[config.mk]
export PLATFORM = sky130hd
export DESIGN_NAME = cache_initiator
export DESIGN_NICKNAME = d
export VERILOG_FILES = /design/src/rtl/cache_pkg.sv /design/src/rtl/cache_tag_array.sv /design/src/rtl/cache_initiator.sv
export SDC_FILE = /design/constraint.sdc
export NUM_CORES = 1
export LEC_CHECK = 0
export CORE_MARGIN = 5
export CORE_UTILIZATION = 58
export CTS_CLUSTER_DIAMETER = 120
export DETAILED_ROUTE_END_ITERATION = 6
export GPL_TIMING_DRIVEN = 1
export HOLD_SLACK_MARGIN = 0.08
export PLACE_DENSITY = 0.85
export SLEW_MARGIN = 20
export SYNTH_ARGS = -nofsm -noshare
export SYNTH_HDL_FRONTEND = slang
export SYNTH_SLANG_ARGS = --single-unit
[constraint.sdc]
create_clock -name clock -period 3.65 [get_ports clock]
set_input_delay 0.365 -clock clock [delete_from_list [all_inputs] [get_ports clock]]
set_output_delay 0.365 -clock clock [all_outputs]
set_load 0.1 [all_outputs]
[src/rtl/cache_pkg.sv]
// Shared definitions for the direct-mapped cache initiator: default widths,
// controller request codes and the transaction FSM state encoding.
package cache_pkg;

  localparam int DEF_ADDR_W  = 5;
  localparam int DEF_DATA_W  = 3;
  localparam int DEF_INDEX_W = 2;
  localparam int DEF_CNT_W   = 8;
  localparam int CODE_W      = 3;

  localparam logic [CODE_W-1:0] RD_MISS_CLEAN = 3'b000;
  localparam logic [CODE_W-1:0] RD_MISS_DIRTY = 3'b001;
  localparam logic [CODE_W-1:0] WR_MISS_DIRTY = 3'b011;
  localparam logic [CODE_W-1:0] WR_THROUGH    = 3'b111;

  typedef enum logic [2:0] {
    ST_IDLE,
    ST_LOOKUP,
    ST_REQ,
    ST_WAIT,
    ST_FILL,
    ST_RESP
  } state_t;

  function automatic logic [CODE_W-1:0] read_miss_code(input logic victim_dirty);
    return victim_dirty ? RD_MISS_DIRTY : RD_MISS_CLEAN;
  endfunction

endpackage

[src/rtl/cache_tag_array.sv]
// Per-line valid/dirty/tag/data registers with one combinational read port,
// one write port (indexed by the same address) and synchronous clear.
module cache_tag_array #(
  parameter int INDEX_W = 2,
  parameter int TAG_W   = 3,
  parameter int DATA_W  = 3
) (
  input  logic               clock,
  input  logic               reset_n,
  input  logic [INDEX_W-1:0] index,
  output logic               rd_valid,
  output logic               rd_dirty,
  output logic [TAG_W-1:0]   rd_tag,
  output logic [DATA_W-1:0]  rd_data,
  input  logic               wr_en,
  input  logic               wr_dirty,
  input  logic [TAG_W-1:0]   wr_tag,
  input  logic [DATA_W-1:0]  wr_data
);

  localparam int LINES = 1 << INDEX_W;

  logic              valid_w [LINES];
  logic              dirty_w [LINES];
  logic [TAG_W-1:0]  tag_w   [LINES];
  logic [DATA_W-1:0] data_w  [LINES];

  for (genvar gi = 0; gi < LINES; gi++) begin : g_line
    logic              valid_reg;
    logic              dirty_reg;
    logic [TAG_W-1:0]  tag_reg;
    logic [DATA_W-1:0] data_reg;

    always_ff @(posedge clock) begin
      if (!reset_n) begin
        valid_reg <= 1'b0;
        dirty_reg <= 1'b0;
        tag_reg   <= '0;
        data_reg  <= '0;
      end else if (wr_en && (index == INDEX_W'(gi))) begin
        valid_reg <= 1'b1;
        dirty_reg <= wr_dirty;
        tag_reg   <= wr_tag;
        data_reg  <= wr_data;
      end
    end

    assign valid_w[gi] = valid_reg;
    assign dirty_w[gi] = dirty_reg;
    assign tag_w[gi]   = tag_reg;
    assign data_w[gi]  = data_reg;
  end

  assign rd_valid = valid_w[index];
  assign rd_dirty = dirty_w[index];
  assign rd_tag   = tag_w[index];
  assign rd_data  = data_w[index];

endmodule

[src/rtl/cache_initiator.sv]
// Direct-mapped write-back/write-allocate cache driving the memory controller protocol.
// Define CACHE_WRITE_THROUGH_EN to make every store write-through (code 111, lines stay clean).
module cache_initiator
  import cache_pkg::*;
#(
  parameter int ADDR_W  = DEF_ADDR_W,
  parameter int DATA_W  = DEF_DATA_W,
  parameter int INDEX_W = DEF_INDEX_W,
  parameter int CNT_W   = DEF_CNT_W
) (
  input  logic              clock,
  input  logic              reset_n,
  input  logic              cpu_req,
  input  logic              cpu_write,
  input  logic [ADDR_W-1:0] cpu_address,
  input  logic [DATA_W-1:0] cpu_wdata,
  output logic [DATA_W-1:0] cpu_rdata,
  output logic              cpu_done,
  output logic              cpu_busy,
  output logic [CODE_W-1:0] signal_controller,
  output logic              controller_running,
  output logic [ADDR_W-1:0] wb_address,
  output logic [DATA_W-1:0] cache_data_output,
  output logic [ADDR_W-1:0] instruction_address,
  input  logic [DATA_W-1:0] cache_data_input,
  input  logic              done,
  output logic [CNT_W-1:0]  hit_count,
  output logic [CNT_W-1:0]  miss_count
);

  localparam int TAG_W = ADDR_W - INDEX_W;

`ifdef CACHE_WRITE_THROUGH_EN
  localparam bit WRITE_THROUGH = 1'b1;
`else
  localparam bit WRITE_THROUGH = 1'b0;
`endif

  state_t            state_reg,    state_next;
  logic              write_reg,    write_next;
  logic [ADDR_W-1:0] addr_reg,     addr_next;
  logic [DATA_W-1:0] wdata_reg,    wdata_next;
  logic [CODE_W-1:0] code_reg,     code_next;
  logic [ADDR_W-1:0] wb_addr_reg,  wb_addr_next;
  logic [DATA_W-1:0] out_data_reg, out_data_next;
  logic [DATA_W-1:0] rdata_reg,    rdata_next;
  logic [CNT_W-1:0]  hit_cnt_reg,  hit_cnt_next;
  logic [CNT_W-1:0]  miss_cnt_reg, miss_cnt_next;

  logic [INDEX_W-1:0] req_index;
  logic [TAG_W-1:0]   req_tag;
  logic               rd_valid, rd_dirty;
  logic [TAG_W-1:0]   rd_tag;
  logic [DATA_W-1:0]  rd_data;
  logic               tag_wr_en, tag_wr_dirty;
  logic [DATA_W-1:0]  tag_wr_data;
  logic               line_hit, victim_dirty;

  assign req_index = addr_reg[INDEX_W-1:0];
  assign req_tag   = addr_reg[ADDR_W-1:INDEX_W];

  cache_tag_array #(
    .INDEX_W (INDEX_W),
    .TAG_W   (TAG_W),
    .DATA_W  (DATA_W)
  ) u_tag_array (
    .clock    (clock),
    .reset_n  (reset_n),
    .index    (req_index),
    .rd_valid (rd_valid),
    .rd_dirty (rd_dirty),
    .rd_tag   (rd_tag),
    .rd_data  (rd_data),
    .wr_en    (tag_wr_en),
    .wr_dirty (tag_wr_dirty),
    .wr_tag   (req_tag),
    .wr_data  (tag_wr_data)
  );

  assign line_hit     = rd_valid && (rd_tag == req_tag);
  assign victim_dirty = rd_valid && rd_dirty;

  always_ff @(posedge clock) begin
    if (!reset_n) begin
      state_reg    <= ST_IDLE;
      write_reg    <= 1'b0;
      addr_reg     <= '0;
      wdata_reg    <= '0;
      code_reg     <= RD_MISS_CLEAN;
      wb_addr_reg  <= '0;
      out_data_reg <= '0;
      rdata_reg    <= '0;
      hit_cnt_reg  <= '0;
      miss_cnt_reg <= '0;
    end else begin
      state_reg    <= state_next;
      write_reg    <= write_next;
      addr_reg     <= addr_next;
      wdata_reg    <= wdata_next;
      code_reg     <= code_next;
      wb_addr_reg  <= wb_addr_next;
      out_data_reg <= out_data_next;
      rdata_reg    <= rdata_next;
      hit_cnt_reg  <= hit_cnt_next;
      miss_cnt_reg <= miss_cnt_next;
    end
  end

  always_comb begin
    state_next    = state_reg;
    write_next    = write_reg;
    addr_next     = addr_reg;
    wdata_next    = wdata_reg;
    code_next     = code_reg;
    wb_addr_next  = wb_addr_reg;
    out_data_next = out_data_reg;
    rdata_next    = rdata_reg;
    hit_cnt_next  = hit_cnt_reg;
    miss_cnt_next = miss_cnt_reg;
    tag_wr_en     = 1'b0;
    tag_wr_dirty  = 1'b0;
    tag_wr_data   = wdata_reg;

    unique case (state_reg)
      ST_IDLE: begin
        if (cpu_req) begin
          write_next = cpu_write;
          addr_next  = cpu_address;
          wdata_next = cpu_wdata;
          state_next = ST_LOOKUP;
        end
      end
      ST_LOOKUP: begin
        if (line_hit) begin
          if (hit_cnt_reg != '1) hit_cnt_next = hit_cnt_reg + CNT_W'(1);
        end else if (miss_cnt_reg != '1) begin
          miss_cnt_next = miss_cnt_reg + CNT_W'(1);
        end
        if (!write_reg) begin
          if (line_hit) begin
            rdata_next = rd_data;
            state_next = ST_RESP;
          end else begin
            code_next     = read_miss_code(victim_dirty);
            wb_addr_next  = {rd_tag, req_index};
            out_data_next = rd_data;
            state_next    = ST_REQ;
          end
        end else if (WRITE_THROUGH) begin
          // Line is updated clean now; memory gets the store via code 111.
          tag_wr_en     = 1'b1;
          code_next     = WR_THROUGH;
          wb_addr_next  = addr_reg;
          out_data_next = wdata_reg;
          state_next    = ST_REQ;
        end else if (line_hit || !victim_dirty) begin
          tag_wr_en    = 1'b1;
          tag_wr_dirty = 1'b1;
          state_next   = ST_RESP;
        end else begin
          code_next     = WR_MISS_DIRTY;
          wb_addr_next  = {rd_tag, req_index};
          out_data_next = rd_data;
          state_next    = ST_REQ;
        end
      end
      ST_REQ: state_next = ST_WAIT;
      ST_WAIT: begin
        // Fill data is only valid alongside done, so capture it here.
        if (done) begin
          if (!write_reg) rdata_next = cache_data_input;
          state_next = ST_FILL;
        end
      end
      ST_FILL: begin
        tag_wr_en    = 1'b1;
        tag_wr_data  = write_reg ? wdata_reg : rdata_reg;
        tag_wr_dirty = write_reg && !WRITE_THROUGH;
        state_next   = ST_RESP;
      end
      ST_RESP: state_next = ST_IDLE;
      default: state_next = ST_IDLE;
    endcase
  end

  assign cpu_rdata           = rdata_reg;
  assign cpu_done            = (state_reg == ST_RESP);
  assign cpu_busy            = (state_reg != ST_IDLE);
  assign signal_controller   = code_reg;
  assign controller_running  = (state_reg == ST_REQ);
  assign wb_address          = wb_addr_reg;
  assign cache_data_output   = out_data_reg;
  assign instruction_address = addr_reg;
  assign hit_count           = hit_cnt_reg;
  assign miss_count          = miss_cnt_reg;

endmodule

==> impl_results.html, run 1 <==
<table>
<tr><th>Metric</th><th>Value</th></tr>
<tr><th colspan="2">CTS</th></tr>
<tr><td>Worst-skew pair later-pin latency</td><td>350 ps</td></tr>
<tr><td>Clock input transition at the sequential cells of the worst setup and hold paths</td><td>80 ps</td></tr>
<tr><td>TritonCTS clock tree</td><td>done</td></tr>
<tr><td>Number of setup buffers added after CTS</td><td>0</td></tr>
<tr><td>Worst-case clock buffer depth</td><td>2</td></tr>
<tr><td>Post-cts repair resize count</td><td>0</td></tr>
<tr><td>Post-cts hold buffer count</td><td>0</td></tr>
<tr><td>Root Buffer Master</td><td>sky130_fd_sc_hd__clkbuf_8</td></tr>
<tr><td>Num CTS Buffers</td><td>9</td></tr>
<tr><td>Count of H-tree levels built during CTS</td><td>3</td></tr>
<tr><td>Clock net sink count</td><td>73</td></tr>
<tr><th colspan="2">Place</th></tr>
<tr><td>Detailed placer's ending HPWL</td><td>5329 um</td></tr>
<tr><td>Count of input and output buffers</td><td>52</td></tr>
<tr><td>Setup slack at placement</td><td>586.4 ps</td></tr>
<tr><td>Final Wtd Congestion</td><td>0.8213</td></tr>
<tr><th colspan="2">Route</th></tr>
<tr><td>Number of vias per cell after detailed routing</td><td>5.821</td></tr>
<tr><td>Total DRC errors in the routed layout</td><td>0</td></tr>
<tr><td>Initial DRC count</td><td>179</td></tr>
<tr><td>Routed via count</td><td>2829</td></tr>
<tr><td>Number of search-and-repair iterations in the first detailed-routing pass</td><td>5</td></tr>
<tr><td>Number of nets with antenna violations after routing</td><td>0</td></tr>
<tr><td>Average wire per cell in the routed design</td><td>15.91 um</td></tr>
<tr><td>Total routed wirelength</td><td>7730 um</td></tr>
<tr><th colspan="2">Final layout</th></tr>
<tr><td>Proportion of layout cells with a drive suffix above 1</td><td>11.19%</td></tr>
<tr><td>Area growth syn-to-layout</td><td>22.39%</td></tr>
<tr><td>Number of filler cells placed in the layout</td><td>437</td></tr>
<tr><td>Combined flip-flop and latch cell area</td><td>1461 um2</td></tr>
<tr><td>ANT cells</td><td>0</td></tr>
<tr><td>Utilization after layout</td><td>71.97%</td></tr>
<tr><td>Nets@finish</td><td>424</td></tr>
<tr><td>Multi-input gate area in the final layout</td><td>1823 um2</td></tr>
<tr><th colspan="2">Timing</th></tr>
<tr><td>Final Critical Period</td><td>3055 ps</td></tr>
<tr><td>Actual slew at the worst max-slew pin</td><td>1007 ps</td></tr>
<tr><td>Fin Hold WS</td><td>457.2 ps</td></tr>
<tr><td>Count of endpoints failing hold in the final timing report</td><td>0</td></tr>
<tr><td>Relative slew slack</td><td>32.63%</td></tr>
<tr><td>Final critical-path setup slack</td><td>595.0 ps</td></tr>
<tr><td>Highest clock frequency the design can meet</td><td>327.3 MHz</td></tr>
<tr><td>Final cycle utilization of the critical path</td><td>83.70%</td></tr>
<tr><td>Final Slew Violations</td><td>0</td></tr>
<tr><td>Endpoints failing setup</td><td>0</td></tr>
<tr><td>Final sum of negative setup slack</td><td>0 ps</td></tr>
<tr><td>Unrepaired setup endpoints after global routing</td><td>no</td></tr>
<tr><td>Worst setup skew after layout</td><td>8.928 ps</td></tr>
<tr><th colspan="2">Synth</th></tr>
<tr><td>Dominant register cell in the synthesized netlist</td><td>sky130_fd_sc_hd__dfxtp_1</td></tr>
<tr><td>Most used standard cells in the synthesized netlist</td><td>82 x sky130_fd_sc_hd__nand2_1, 73 x sky130_fd_sc_hd__dfxtp_1, 39 x sky130_fd_sc_hd__mux2i_1</td></tr>
<tr><td>Number of enable-type register cells in the synthesized netlist</td><td>0</td></tr>
<tr><td>Cell taking the most area after synthesis</td><td>sky130_fd_sc_hd__dfxtp_1</td></tr>
<tr><td>Seq cells post-synth</td><td>73</td></tr>
<tr><td>Post-synth cell types</td><td>52</td></tr>
<tr><td>Share of async-settable or async-resettable flops after synthesis</td><td>0%</td></tr>
<tr><td>Avg Inst Size Synth</td><td>9.394 um2</td></tr>
<tr><td>Leading post-synthesis cells by cell area</td><td>sky130_fd_sc_hd__dfxtp_1 43%, sky130_fd_sc_hd__mux2i_1 11%, sky130_fd_sc_hd__nand2_1 9.0%, sky130_fd_sc_hd__mux4_2 4.6%, sky130_fd_sc_hd__a21oi_1 2.9%</td></tr>
<tr><td>Share of synthesized area occupied by flip-flops and latches</td><td>42.74%</td></tr>
<tr><td>Cells after synthesis</td><td>364</td></tr>
<tr><td>Yosys warnings</td><td>0</td></tr>
<tr><td>Synthesized cell area</td><td>3420 um2</td></tr>
<tr><td>Cell with the most instances after synthesis</td><td>sky130_fd_sc_hd__nand2_1</td></tr>
<tr><td>Share of the synthesized area in the top cell type</td><td>42.74%</td></tr>
<tr><td>Post-Syn Nets</td><td>382</td></tr>
<tr><th colspan="2">Power</th></tr>
<tr><td>Pwr dens</td><td>481.2 nW/um2</td></tr>
<tr><td>Highest ir drop seen on vdd</td><td>290.5 uV</td></tr>
<tr><td>Leak pwr</td><td>1.443 nW</td></tr>
<tr><th colspan="2">GRT</th></tr>
<tr><td>Total track usage</td><td>22.30%</td></tr>
<tr><td>Pin count of the biggest net entering global routing</td><td>76</td></tr>
<tr><td>Met1 track demand over resource</td><td>26.02%</td></tr>
<tr><td>Antenna violations before repair</td><td>0</td></tr>
<tr><td>Met3 usage in global routing</td><td>5.608%</td></tr>
<tr><td>Total overflow reported by the global router</td><td>0</td></tr>
<tr><td>GRT met2 Usage</td><td>38.30%</td></tr>
<tr><td>Vias in the first global route</td><td>2797</td></tr>
<tr><td>Wire length of the first global-routing pass</td><td>13150 um</td></tr>
<tr><td>Gr busiest metal</td><td>met2</td></tr>
<tr><th colspan="2">Setup path</th></tr>
<tr><td>Arrival time of data at the critical path endpoint</td><td>3270 ps</td></tr>
<tr><td>Endpoint class of the critical path</td><td>register</td></tr>
<tr><td>Cell type of the slowest stage on the worst timing path</td><td>sky130_fd_sc_hd__dfxtp_1</td></tr>
<tr><td>Maximum fanout encountered on the critical timing path</td><td>17</td></tr>
<tr><td>Type of the worst setup path</td><td>reg2reg</td></tr>
<tr><td>CP cell instances</td><td>mux4_2 &gt; xnor2_2 &gt; nand4_2 &gt; buf_4 &gt; o311ai_0 &gt; o41ai_1</td></tr>
<tr><td>Required time at the worst-slack endpoint</td><td>3870 ps</td></tr>
<tr><td>Instance count on the critical path</td><td>6</td></tr>
<tr><td>Worst-case reg-to-reg path depth</td><td>6</td></tr>
<tr><td>Slowest Stage Delay on Critical Path</td><td>850 ps</td></tr>
<tr><td>Buf+Inv Stages, Crit Path</td><td>1</td></tr>
<tr><td>Type of origin of the critical path</td><td>register</td></tr>
<tr><td>Family with the most delay on the worst path</td><td>flip-flops</td></tr>
<tr><th colspan="2">Floorplan</th></tr>
<tr><td>Number of cell rows</td><td>28</td></tr>
<tr><td>Initial cell density of the core</td><td>58.80%</td></tr>
<tr><td>Number of top-level pins</td><td>54</td></tr>
<tr><td>Die ar.</td><td>7532 um2</td></tr>
<tr><td>Core area</td><td>5816 um2</td></tr>
<tr><td>Die X-Extent</td><td>86.79 um</td></tr>
<tr><td>Height of the die</td><td>86.79 um</td></tr>
<tr><th colspan="2">Run</th></tr>
<tr><td>Max-cap violation count</td><td>0</td></tr>
<tr><th colspan="2">Hold path</th></tr>
<tr><td>Hold-critical path depth</td><td>2</td></tr>
<tr><td>HP Class</td><td>reg2reg</td></tr>
<tr><th colspan="2">Run status</th></tr>
<tr><td>Outcome</td><td>finished, final reports clean</td></tr>
</table>
-- worst min-delay path: cells and delay by family, from the launching register on --
family | cells | cell delay, ps
flops | 1 | 310
simple gates | 1 | 50
mux | 1 | 50
-- path summary, 6_finish.rpt --
path                                                       from  slack (ps)                                       endpoint
setup reg to reg            instruction_address[0]$_SDFFE_PN0P_         600                      hit_count[3]$_SDFFE_PN0P_
hold reg to reg   u_tag_array.g_line[2].tag_reg[1]$_SDFFE_PN0P_         460  u_tag_array.g_line[2].tag_reg[1]$_SDFFE_PN0P_
setup / recovery            instruction_address[0]$_SDFFE_PN0P_         600                      hit_count[3]$_SDFFE_PN0P_
hold / removal    u_tag_array.g_line[2].tag_reg[1]$_SDFFE_PN0P_         460  u_tag_array.g_line[2].tag_reg[1]$_SDFFE_PN0P_
-- layout make-up --
class | instances | area share, %
Inverter | 8 | 0.7175
Sequential cell | 73 | 34.92
Tap cell | 75 | 2.242
Clock inverter | 5 | 2.451
Clock buffer | 11 | 3.378
Multi-Input combinational cell | 259 | 43.56
Timing Repair Buffer | 55 | 12.74
-- through the flow --
| stage | instance area (um2) | std cells | power (mW) |
|---|---|---|---|
| 2_1_floorplan | 3420 | 364 | 1.179 |
| 3_3_place_gp | 3941 | 470 | 1.262 |
| 3_5_place_dp | 3941 | 470 | 1.268 |
| 4_1_cts | 4185 | 486 | 2.025 |
| 5_1_grt | 4185 | 486 | 2.091 |
| 6_report | 4185 | 486 | 2.014 |
-- power by group --
group / switching, mW / internal (mW)
combinational: 0.266 / 0.117
clock: 0.290 / 0.472
sequential: 0.0463 / 0.823
-- logic make-up (layout without fill, tap and decap cells) --
group,Yosys count,count (layout),share of synthesized area [%]
and+or+nand+nor,141,141,20.09
AOI/OAI and AO/OA,62,62,13.17
other,1,1,0.1097
muxes,50,50,17.78
xor gates and xnor gates,3,3,1.427
DFF,73,73,42.74
adders and majority gates,2,2,0.7317
buffers and inverters,32,79,3.952
-- per-layer routing --
layer	share of wire, %	wire, um
met5	0	0
met4	3.0	235
met3	5.0	386
met2	50	3875
met1	42	3232
-- cell usage in the layout, fill, tap and decap left out, drive strengths merged, types with 2 or more instances in the layout --
master          n
mux2i          39
nor3            7
o21ai           4
nand4           3
nand2          82
a31oi           4
o311ai          3
dfxtp          73
inv             8
nor2            5
o41ai           4
a21oi          23
xnor2           3
buf             6
o221a           4
or3             4
nand3           8
o311a           2
nor3b           2
o31ai           2
nor4            2
mux4            8
bufinv          3
clkdlybuf4s50  49
nor2b           2
ha              2
clkbuf         11
or4             4
mux2            3
nand2b         13
and3            4
o21a            8
Power figures use the tool's default switching activity.
==> run 2: changes to the inputs <==
- CORE_UTILIZATION: 58 -> 48
- PLACE_DENSITY: 0.85 -> 0.75
- clock period: 3.65 -> 2.6 ns (I/O delays scaled with it)
==> run 2 against run 1 <==
  * Count of clock-buffer cells in the layout unchanged
  * Worst setup slack got worse by 370 ps
  * Largest cell class unchanged
  * Combinational power increased by 49%
  * Global-route usage decreased by 3.3 points
==> impl_results.html, run 2 (synthesized netlist as in run 1, its figures left out) <==
<table>
<tr><th>Metric</th><th>Value</th></tr>
<tr><th colspan="2">Run status</th></tr>
<tr><td>Outcome</td><td>finished, final reports clean</td></tr>
<tr><th colspan="2">Final layout</th></tr>
<tr><td>Nets@finish</td><td>436</td></tr>
<tr><td>Proportion of layout cells with a drive suffix above 1</td><td>22.93%</td></tr>
<tr><td>Leading cell types in the layout, fill and taps excluded</td><td>82 x sky130_fd_sc_hd__nand2_1, 71 x sky130_fd_sc_hd__dfxtp_1, 51 x sky130_fd_sc_hd__buf_4</td></tr>
<tr><td>Non-Filler Cell Area, Final</td><td>4240 um2</td></tr>
<tr><td>Area growth syn-to-layout</td><td>24.00%</td></tr>
<tr><td>Leading cell type in the layout, fill and taps excluded</td><td>sky130_fd_sc_hd__nand2_1</td></tr>
<tr><td>ANT cells</td><td>0</td></tr>
<tr><td>Number of filler cells placed in the layout</td><td>575</td></tr>
<tr><td>Utilization after layout</td><td>61.73%</td></tr>
<tr><th colspan="2">Place</th></tr>
<tr><td>Post-detailed-placement cell area</td><td>3990 um2</td></tr>
<tr><td>Detailed placer's ending HPWL</td><td>5646 um</td></tr>
<tr><td>Final Wtd Congestion</td><td>0.8141</td></tr>
<tr><td>Count of input and output buffers</td><td>52</td></tr>
<tr><td>Setup slack at placement</td><td>183.8 ps</td></tr>
<tr><th colspan="2">Setup path</th></tr>
<tr><td>Type of the worst setup path</td><td>reg2reg</td></tr>
<tr><td>CP cell instances</td><td>mux4_2 &gt; xnor2_2 &gt; nand4_2 &gt; buf_4 &gt; o311ai_0 &gt; o41ai_1</td></tr>
<tr><td>Slowest Stage Delay on Critical Path</td><td>570 ps</td></tr>
<tr><td>Arrival time of data at the critical path endpoint</td><td>2600 ps</td></tr>
<tr><td>Maximum fanout encountered on the critical timing path</td><td>9</td></tr>
<tr><td>Endpoint of the worst-slack reg-to-reg timing path</td><td>hit_count[5]$_SDFFE_PN0P_</td></tr>
<tr><td>Worst-case reg-to-reg path depth</td><td>6</td></tr>
<tr><td>Reg-to-reg setup timing slack</td><td>230 ps</td></tr>
<tr><td>Cell type of the slowest stage on the worst timing path</td><td>sky130_fd_sc_hd__mux4_2</td></tr>
<tr><td>Endpoint class of the critical path</td><td>register</td></tr>
<tr><td>Worst reg2reg startpoint</td><td>instruction_address[0]$_SDFFE_PN0P_</td></tr>
<tr><td>Worst setup endpoint</td><td>hit_count[5]$_SDFFE_PN0P_</td></tr>
<tr><td>Type of origin of the critical path</td><td>register</td></tr>
<tr><td>Required time at the worst-slack endpoint</td><td>2820 ps</td></tr>
<tr><td>First element of the critical path</td><td>instruction_address[0]$_SDFFE_PN0P_</td></tr>
<tr><th colspan="2">Power</th></tr>
<tr><td>Comb pwr share</td><td>19.9%</td></tr>
<tr><td>Clk network pwr share</td><td>37.9%</td></tr>
<tr><td>Pwr dens</td><td>675.7 nW/um2</td></tr>
<tr><td>Sequential power share</td><td>42.2%</td></tr>
<tr><td>Total power after layout</td><td>2.865 mW</td></tr>
<tr><td>Net switching fraction of the power</td><td>30.40%</td></tr>
<tr><td>Power dissipated by switching net loads</td><td>0.8710 mW</td></tr>
<tr><td>Leak pwr</td><td>1.583 nW</td></tr>
<tr><td>Pint</td><td>1.994 mW</td></tr>
<tr><td>Highest ir drop seen on vdd</td><td>282.7 uV</td></tr>
<tr><th colspan="2">Route</th></tr>
<tr><td>Routed length on met3</td><td>374 um</td></tr>
<tr><td>Total routed wirelength</td><td>8033 um</td></tr>
<tr><td>Highest routed metal layer</td><td>met4</td></tr>
<tr><td>Total DRC errors in the routed layout</td><td>0</td></tr>
<tr><td>Wire length on met1</td><td>3642 um</td></tr>
<tr><td>Met2 Wirelength</td><td>3893 um</td></tr>
<tr><td>Number of nets with antenna violations after routing</td><td>0</td></tr>
<tr><td>Average wire per cell in the routed design</td><td>15.48 um</td></tr>
<tr><td>Routed via count</td><td>2828</td></tr>
<tr><td>Initial DRC count</td><td>163</td></tr>
<tr><td>Number of search-and-repair iterations in the first detailed-routing pass</td><td>5</td></tr>
<tr><td>Number of vias per cell after detailed routing</td><td>5.449</td></tr>
<tr><th colspan="2">Floorplan</th></tr>
<tr><td>Number of top-level pins</td><td>54</td></tr>
<tr><td>Core area</td><td>6869 um2</td></tr>
<tr><td>Die ar.</td><td>8912 um2</td></tr>
<tr><td>Height of the die</td><td>94.41 um</td></tr>
<tr><td>Initial cell density of the core</td><td>49.78%</td></tr>
<tr><td>Die X-Extent</td><td>94.41 um</td></tr>
<tr><td>Number of cell rows</td><td>30</td></tr>
<tr><th colspan="2">Hold path</th></tr>
<tr><td>HP Class</td><td>in2reg</td></tr>
<tr><th colspan="2">Timing</th></tr>
<tr><td>Unrepaired setup endpoints after global routing</td><td>no</td></tr>
<tr><td>Count of endpoints failing hold in the final timing report</td><td>0</td></tr>
<tr><td>Endpoints failing setup</td><td>0</td></tr>
<tr><td>Final Critical Period</td><td>2374 ps</td></tr>
<tr><td>Final cycle utilization of the critical path</td><td>91.32%</td></tr>
<tr><td>Final critical-path setup slack</td><td>225.7 ps</td></tr>
<tr><td>Relative slew slack</td><td>51.72%</td></tr>
<tr><td>Highest clock frequency the design can meet</td><td>421.2 MHz</td></tr>
<tr><td>Worst setup skew after layout</td><td>5.710 ps</td></tr>
<tr><td>Final sum of negative setup slack</td><td>0 ps</td></tr>
<tr><td>Actual slew at the worst max-slew pin</td><td>724.1 ps</td></tr>
<tr><td>Final Slew Violations</td><td>0</td></tr>
<tr><th colspan="2">CTS</th></tr>
<tr><td>Count of H-tree levels built during CTS</td><td>3</td></tr>
<tr><td>TritonCTS clock tree</td><td>done</td></tr>
<tr><td>Worst-skew pair later-pin latency</td><td>350 ps</td></tr>
<tr><td>Worst-case clock buffer depth</td><td>2</td></tr>
<tr><td>Root Buffer Master</td><td>sky130_fd_sc_hd__clkbuf_8</td></tr>
<tr><td>Clock net sink count</td><td>73</td></tr>
<tr><td>Num CTS Buffers</td><td>9</td></tr>
<tr><td>Clock input transition at the sequential cells of the worst setup and hold paths</td><td>80 ps</td></tr>
<tr><th colspan="2">GRT</th></tr>
<tr><td>Total track usage</td><td>19.00%</td></tr>
<tr><td>Vias in the first global route</td><td>2696</td></tr>
<tr><td>Antenna violations before repair</td><td>0</td></tr>
<tr><td>Total overflow reported by the global router</td><td>0</td></tr>
<tr><td>Pin count of the biggest net entering global routing</td><td>76</td></tr>
<tr><td>Wire length of the first global-routing pass</td><td>13250 um</td></tr>
<tr><th colspan="2">Run</th></tr>
<tr><td>Max-cap violation count</td><td>0</td></tr>
</table>
-- run 2: cell count changes in the layout (fill, tap and decap cells not counted) --
cell / change
sky130_fd_sc_hd__nor3_2: +1
sky130_fd_sc_hd__clkdlybuf4s50_1: -35
sky130_fd_sc_hd__dfxtp_2: +2
sky130_fd_sc_hd__a31oi_2: +1
sky130_fd_sc_hd__buf_4: +46
sky130_fd_sc_hd__buf_12: +1
sky130_fd_sc_hd__a31oi_1: -1
sky130_fd_sc_hd__nor3_1: -1
sky130_fd_sc_hd__dfxtp_1: -2
-- run 2: routing by layer --
layer  vias up  GRT usage [%]
met2        70          31.80
met4         0          7.461
met5         -              0
met1      1345          24.40
li1       1400              -
met3        13          3.267
-- run 2: critical path: cells and delay by family (launching register included) --
family / cells / cell delay [ps]
and+or+nand+nor: 1 / 300
buffers and inverters: 1 / 260
xor gates and xnor gates: 1 / 260
DFF: 1 / 390
AOI/OAI and AO/OA: 2 / 470
muxes: 1 / 570
-- run 2: cell type report --
class / instances / area, um2 / share of cell area, %
Sequential cell: 73 / 1464 / 34.52
Clock inverter: 5 / 102.6 / 2.420
Clock buffer: 11 / 141.4 / 3.334
Tap cell: 96 / 120.1 / 2.833
Multi-Input combinational cell: 259 / 1834 / 43.26
Inverter: 8 / 30.03 / 0.7082
Timing Repair Buffer: 67 / 548.0 / 12.92
-- run 2: power by group through the flow --
| stage | Clock (mW) | Combinational [mW] | Sequential [mW] |
|---|---|---|---|
| after floorplan | 0 | 0.305 | 1.35 |
| after global placement | 0 | 0.561 | 1.23 |
| after detailed placement | 0 | 0.567 | 1.23 |
| after CTS | 1.10 | 0.570 | 1.21 |
| after global routing | 1.14 | 0.608 | 1.22 |
| final | 1.09 | 0.570 | 1.21 |
-- run 2: repair_timing --
item | 4_1_cts | 5_1_grt
setup buffers | 0 | 0
endpoints found under the setup margin | 0 | 10
hold buffers | 0 | 0
resized for setup | 0 | 1
-- run 2: per-stage QoR --
| step | hold slack [ps] | cells |
|---|---|---|
| floorplan | 388.5 | 364 |
| global placement | 442.2 | 503 |
| detailed placement | 448.6 | 503 |
| CTS | 448.1 | 519 |
| global route | 464.3 | 519 |
| finish | 455.3 | 519 |
-- run 2: worst min path at each step --
stage	start	endpoint	slack, ps	cells past startpoint
finish	cpu_write	write_reg$_SDFFE_PN0P_	460	3
floorplan	cpu_address[0]	instruction_address[0]$_SDFFE_PN0P_	390	2
global placement	u_tag_array.g_line[0].data_reg[0]$_SDFFE_PN0P_	u_tag_array.g_line[0].data_reg[0]$_SDFFE_PN0P_	440	2
global route	cpu_address[4]	instruction_address[4]$_SDFFE_PN0P_	460	3
CTS	cpu_write	write_reg$_SDFFE_PN0P_	450	3
detailed placement	u_tag_array.g_line[3].data_reg[1]$_SDFFE_PN0P_	u_tag_array.g_line[3].data_reg[1]$_SDFFE_PN0P_	450	2
==> run 3: changes to the inputs <==
- CTS_CLUSTER_DIAMETER: 120 -> 80
- SETUP_SLACK_MARGIN: default -> 0.5
==> run 3 against run 2 <==
  * Sequential share of layout area decreased by 2.2 points
  * Clock power shrank 13%
  * Worst setup slack improved by 130 ps
  * Sequential power hardly changed
  * Final area rose by 6.9%
  * Hold slack got worse by 31 ps
  * Combinational power grew 12%
  * Global-route usage grew 0.40 points
  * Count of clock-buffer cells in the layout up 1
  * Critical path type unchanged
  * Highest routed layer unchanged
==> impl_results.html, run 3 (synthesized netlist as in run 1, its figures left out) <==
<table>
<tr><th>Metric</th><th>Value</th></tr>
<tr><th colspan="2">GRT</th></tr>
<tr><td>Wire length of the first global-routing pass</td><td>13640 um</td></tr>
<tr><td>Total overflow reported by the global router</td><td>0</td></tr>
<tr><td>Antenna violations before repair</td><td>0</td></tr>
<tr><td>Vias in the first global route</td><td>2809</td></tr>
<tr><td>Total track usage</td><td>19.40%</td></tr>
<tr><td>Pin count of the biggest net entering global routing</td><td>45</td></tr>
<tr><th colspan="2">Setup path</th></tr>
<tr><td>Maximum fanout encountered on the critical timing path</td><td>6</td></tr>
<tr><td>First element of the critical path</td><td>instruction_address[0]$_SDFFE_PN0P_</td></tr>
<tr><td>Arrival time of data at the critical path endpoint</td><td>2520 ps</td></tr>
<tr><td>Worst reg2reg startpoint</td><td>instruction_address[0]$_SDFFE_PN0P_</td></tr>
<tr><td>Type of origin of the critical path</td><td>register</td></tr>
<tr><td>Type of the worst setup path</td><td>reg2reg</td></tr>
<tr><td>Endpoint of the worst-slack reg-to-reg timing path</td><td>hit_count[2]$_SDFFE_PN0P_</td></tr>
<tr><td>Required time at the worst-slack endpoint</td><td>2870 ps</td></tr>
<tr><td>Reg-to-reg setup timing slack</td><td>350 ps</td></tr>
<tr><td>Endpoint class of the critical path</td><td>register</td></tr>
<tr><td>Worst-case reg-to-reg path depth</td><td>6</td></tr>
<tr><th colspan="2">Route</th></tr>
<tr><td>Met2 Wirelength</td><td>4352 um</td></tr>
<tr><td>Wire length on met1</td><td>3838 um</td></tr>
<tr><td>Total DRC errors in the routed layout</td><td>0</td></tr>
<tr><td>Initial DRC count</td><td>123</td></tr>
<tr><td>Total routed wirelength</td><td>8640 um</td></tr>
<tr><td>Average wire per cell in the routed design</td><td>16.27 um</td></tr>
<tr><td>Routed length on met3</td><td>308 um</td></tr>
<tr><td>Number of vias per cell after detailed routing</td><td>5.544</td></tr>
<tr><td>Number of search-and-repair iterations in the first detailed-routing pass</td><td>4</td></tr>
<tr><td>Highest routed metal layer</td><td>met4</td></tr>
<tr><td>Number of nets with antenna violations after routing</td><td>0</td></tr>
<tr><td>Routed via count</td><td>2944</td></tr>
<tr><th colspan="2">Place</th></tr>
<tr><td>Post-detailed-placement cell area</td><td>4010 um2</td></tr>
<tr><td>Count of input and output buffers</td><td>52</td></tr>
<tr><td>Final Wtd Congestion</td><td>0.8259</td></tr>
<tr><td>Detailed placer's ending HPWL</td><td>5811 um</td></tr>
<tr><th colspan="2">Final layout</th></tr>
<tr><td>Nets@finish</td><td>448</td></tr>
<tr><td>Area growth syn-to-layout</td><td>32.57%</td></tr>
<tr><td>Proportion of layout cells with a drive suffix above 1</td><td>28.51%</td></tr>
<tr><td>Leading cell type in the layout, fill and taps excluded</td><td>sky130_fd_sc_hd__nand2_1</td></tr>
<tr><td>Number of filler cells placed in the layout</td><td>565</td></tr>
<tr><td>Leading cell types in the layout, fill and taps excluded</td><td>81 x sky130_fd_sc_hd__nand2_1, 71 x sky130_fd_sc_hd__dfxtp_1, 50 x sky130_fd_sc_hd__buf_4</td></tr>
<tr><td>Utilization after layout</td><td>65.99%</td></tr>
<tr><td>ANT cells</td><td>0</td></tr>
<tr><td>Non-Filler Cell Area, Final</td><td>4533 um2</td></tr>
<tr><th colspan="2">Floorplan</th></tr>
<tr><td>Height of the die</td><td>94.41 um</td></tr>
<tr><td>Number of top-level pins</td><td>54</td></tr>
<tr><td>Die ar.</td><td>8912 um2</td></tr>
<tr><td>Die X-Extent</td><td>94.41 um</td></tr>
<tr><td>Initial cell density of the core</td><td>49.78%</td></tr>
<tr><td>Number of cell rows</td><td>30</td></tr>
<tr><td>Core area</td><td>6869 um2</td></tr>
<tr><th colspan="2">Timing</th></tr>
<tr><td>Highest clock frequency the design can meet</td><td>445.0 MHz</td></tr>
<tr><td>Final Slew Violations</td><td>0</td></tr>
<tr><td>Final sum of negative setup slack</td><td>0 ps</td></tr>
<tr><td>Unrepaired setup endpoints after global routing</td><td>yes</td></tr>
<tr><td>Relative slew slack</td><td>53.84%</td></tr>
<tr><td>Endpoints failing setup</td><td>0</td></tr>
<tr><td>Count of endpoints failing hold in the final timing report</td><td>0</td></tr>
<tr><td>Actual slew at the worst max-slew pin</td><td>691.7 ps</td></tr>
<tr><td>Final cycle utilization of the critical path</td><td>86.43%</td></tr>
<tr><td>Worst setup skew after layout</td><td>11.98 ps</td></tr>
<tr><td>Final Critical Period</td><td>2247 ps</td></tr>
<tr><th colspan="2">CTS</th></tr>
<tr><td>Count of H-tree levels built during CTS</td><td>3</td></tr>
<tr><td>Post-cts hold buffer count</td><td>0</td></tr>
<tr><td>Worst-case clock buffer depth</td><td>2</td></tr>
<tr><td>Root Buffer Master</td><td>sky130_fd_sc_hd__clkbuf_8</td></tr>
<tr><td>Clock input transition at the sequential cells of the worst setup and hold paths</td><td>80 ps</td></tr>
<tr><td>Worst-skew pair later-pin latency</td><td>350 ps</td></tr>
<tr><td>Num CTS Buffers</td><td>9</td></tr>
<tr><td>Clock net sink count</td><td>73</td></tr>
<tr><td>TritonCTS clock tree</td><td>done</td></tr>
<tr><th colspan="2">Run status</th></tr>
<tr><td>Outcome</td><td>finished, final reports clean</td></tr>
<tr><th colspan="2">Power</th></tr>
<tr><td>Power dissipated by switching net loads</td><td>0.9126 mW</td></tr>
<tr><td>Net switching fraction of the power</td><td>32.57%</td></tr>
<tr><td>Pint</td><td>1.889 mW</td></tr>
<tr><td>Sequential power share</td><td>43.4%</td></tr>
<tr><td>Clk network pwr share</td><td>33.9%</td></tr>
<tr><td>Leak pwr</td><td>1.718 nW</td></tr>
<tr><td>Pwr dens</td><td>618.1 nW/um2</td></tr>
<tr><td>Highest ir drop seen on vdd</td><td>266.1 uV</td></tr>
<tr><td>Comb pwr share</td><td>22.8%</td></tr>
<tr><th colspan="2">Hold path</th></tr>
<tr><td>HP Class</td><td>in2reg</td></tr>
<tr><td>Hold path endpoint</td><td>state_reg[0]$_SDFFE_PN0P_</td></tr>
<tr><td>Critical hold path startpoint</td><td>reset_n</td></tr>
<tr><td>Hold-critical path depth</td><td>3</td></tr>
<tr><th colspan="2">Run</th></tr>
<tr><td>Max-cap violation count</td><td>0</td></tr>
</table>
## run 3: cell types whose count changed in the layout (fill, tap and decap cells not counted), sizes merged
cell	previous run	this run
buf	53	65
bufinv	3	1
clkbuf	11	12
inv	8	9
## run 3: power by group through the flow
stage,Clock [mW],Sequential [mW],Combinational (mW)
4_1_cts,0.953,1.21,0.591
3_5_place_dp,0,1.24,0.569
5_1_grt,1.00,1.22,0.674
6_report,0.949,1.22,0.638
3_3_place_gp,0,1.24,0.563
2_1_floorplan,0,1.35,0.323
## run 3: final cells by class
type                       count  area, um2  share of cell area, %
clock buffer                  12      165.2                  3.643
inverter                       8      30.03                 0.6624
sequential                    73       1466                  32.35
clock inverter                 4      48.80                  1.076
multi-input combinational    259       2016                  44.47
timing repair buffer          79      686.9                  15.15
tap                           96      120.1                  2.650
## run 3: routing by layer
layer / track usage [%] / vias up
met4: 7.461 / 0
li1: - / 1430
met3: 2.869 / 13
met1: 23.99 / 1452
met2: 33.98 / 49
met5: 0 / -
## run 3: through the flow
step / instances / worst slack (ps) / hold slack (ps) / total power [mW]
after floorplan: 364 / 147.1 / 385.7 / 1.677
after global placement: 498 / 231.1 / 441.2 / 1.803
after detailed placement: 498 / 169.0 / 448.9 / 1.811
after CTS: 525 / 339.9 / 429.2 / 2.758
after global routing: 531 / 296.1 / 439.7 / 2.901
final: 531 / 352.8 / 424.8 / 2.802
## run 3: critical path, cell delays in order, from the launching register on
cell and delay [ps]:
sky130_fd_sc_hd__dfxtp_4 390, sky130_fd_sc_hd__mux4_2 590, sky130_fd_sc_hd__xnor2_4 260, sky130_fd_sc_hd__nand4_4 180, sky130_fd_sc_hd__buf_6 170, sky130_fd_sc_hd__or4_1 460
sky130_fd_sc_hd__a21oi_1 130
## run 3: timing repair
| item | 4_1_cts | 5_1_grt |
|---|---|---|
| buffers inserted | 11 | 5 |
| setup endpoints to repair | 63 | 58 |
| cloned | 0 | 1 |
| hold endpoints to repair | 0 | 0 |
| pin swaps | 4 | 12 |
| resized for setup | 8 | 34 |
## run 3: how the worst max path moves through the flow
stage | endpoint | slack [ps]
5_1_grt | hit_count[2]$_SDFFE_PN0P_ | 300
3_3_place_gp | u_tag_array.g_line[0].data_reg[2]$_SDFFE_PN0P_ | 230
3_5_place_dp | u_tag_array.g_line[0].tag_reg[1]$_SDFFE_PN0P_ | 170
2_1_floorplan | miss_count[7]$_SDFFE_PN0P_ | 150
6_report | hit_count[2]$_SDFFE_PN0P_ | 350
4_1_cts | miss_count[5]$_SDFFE_PN0P_ | 340
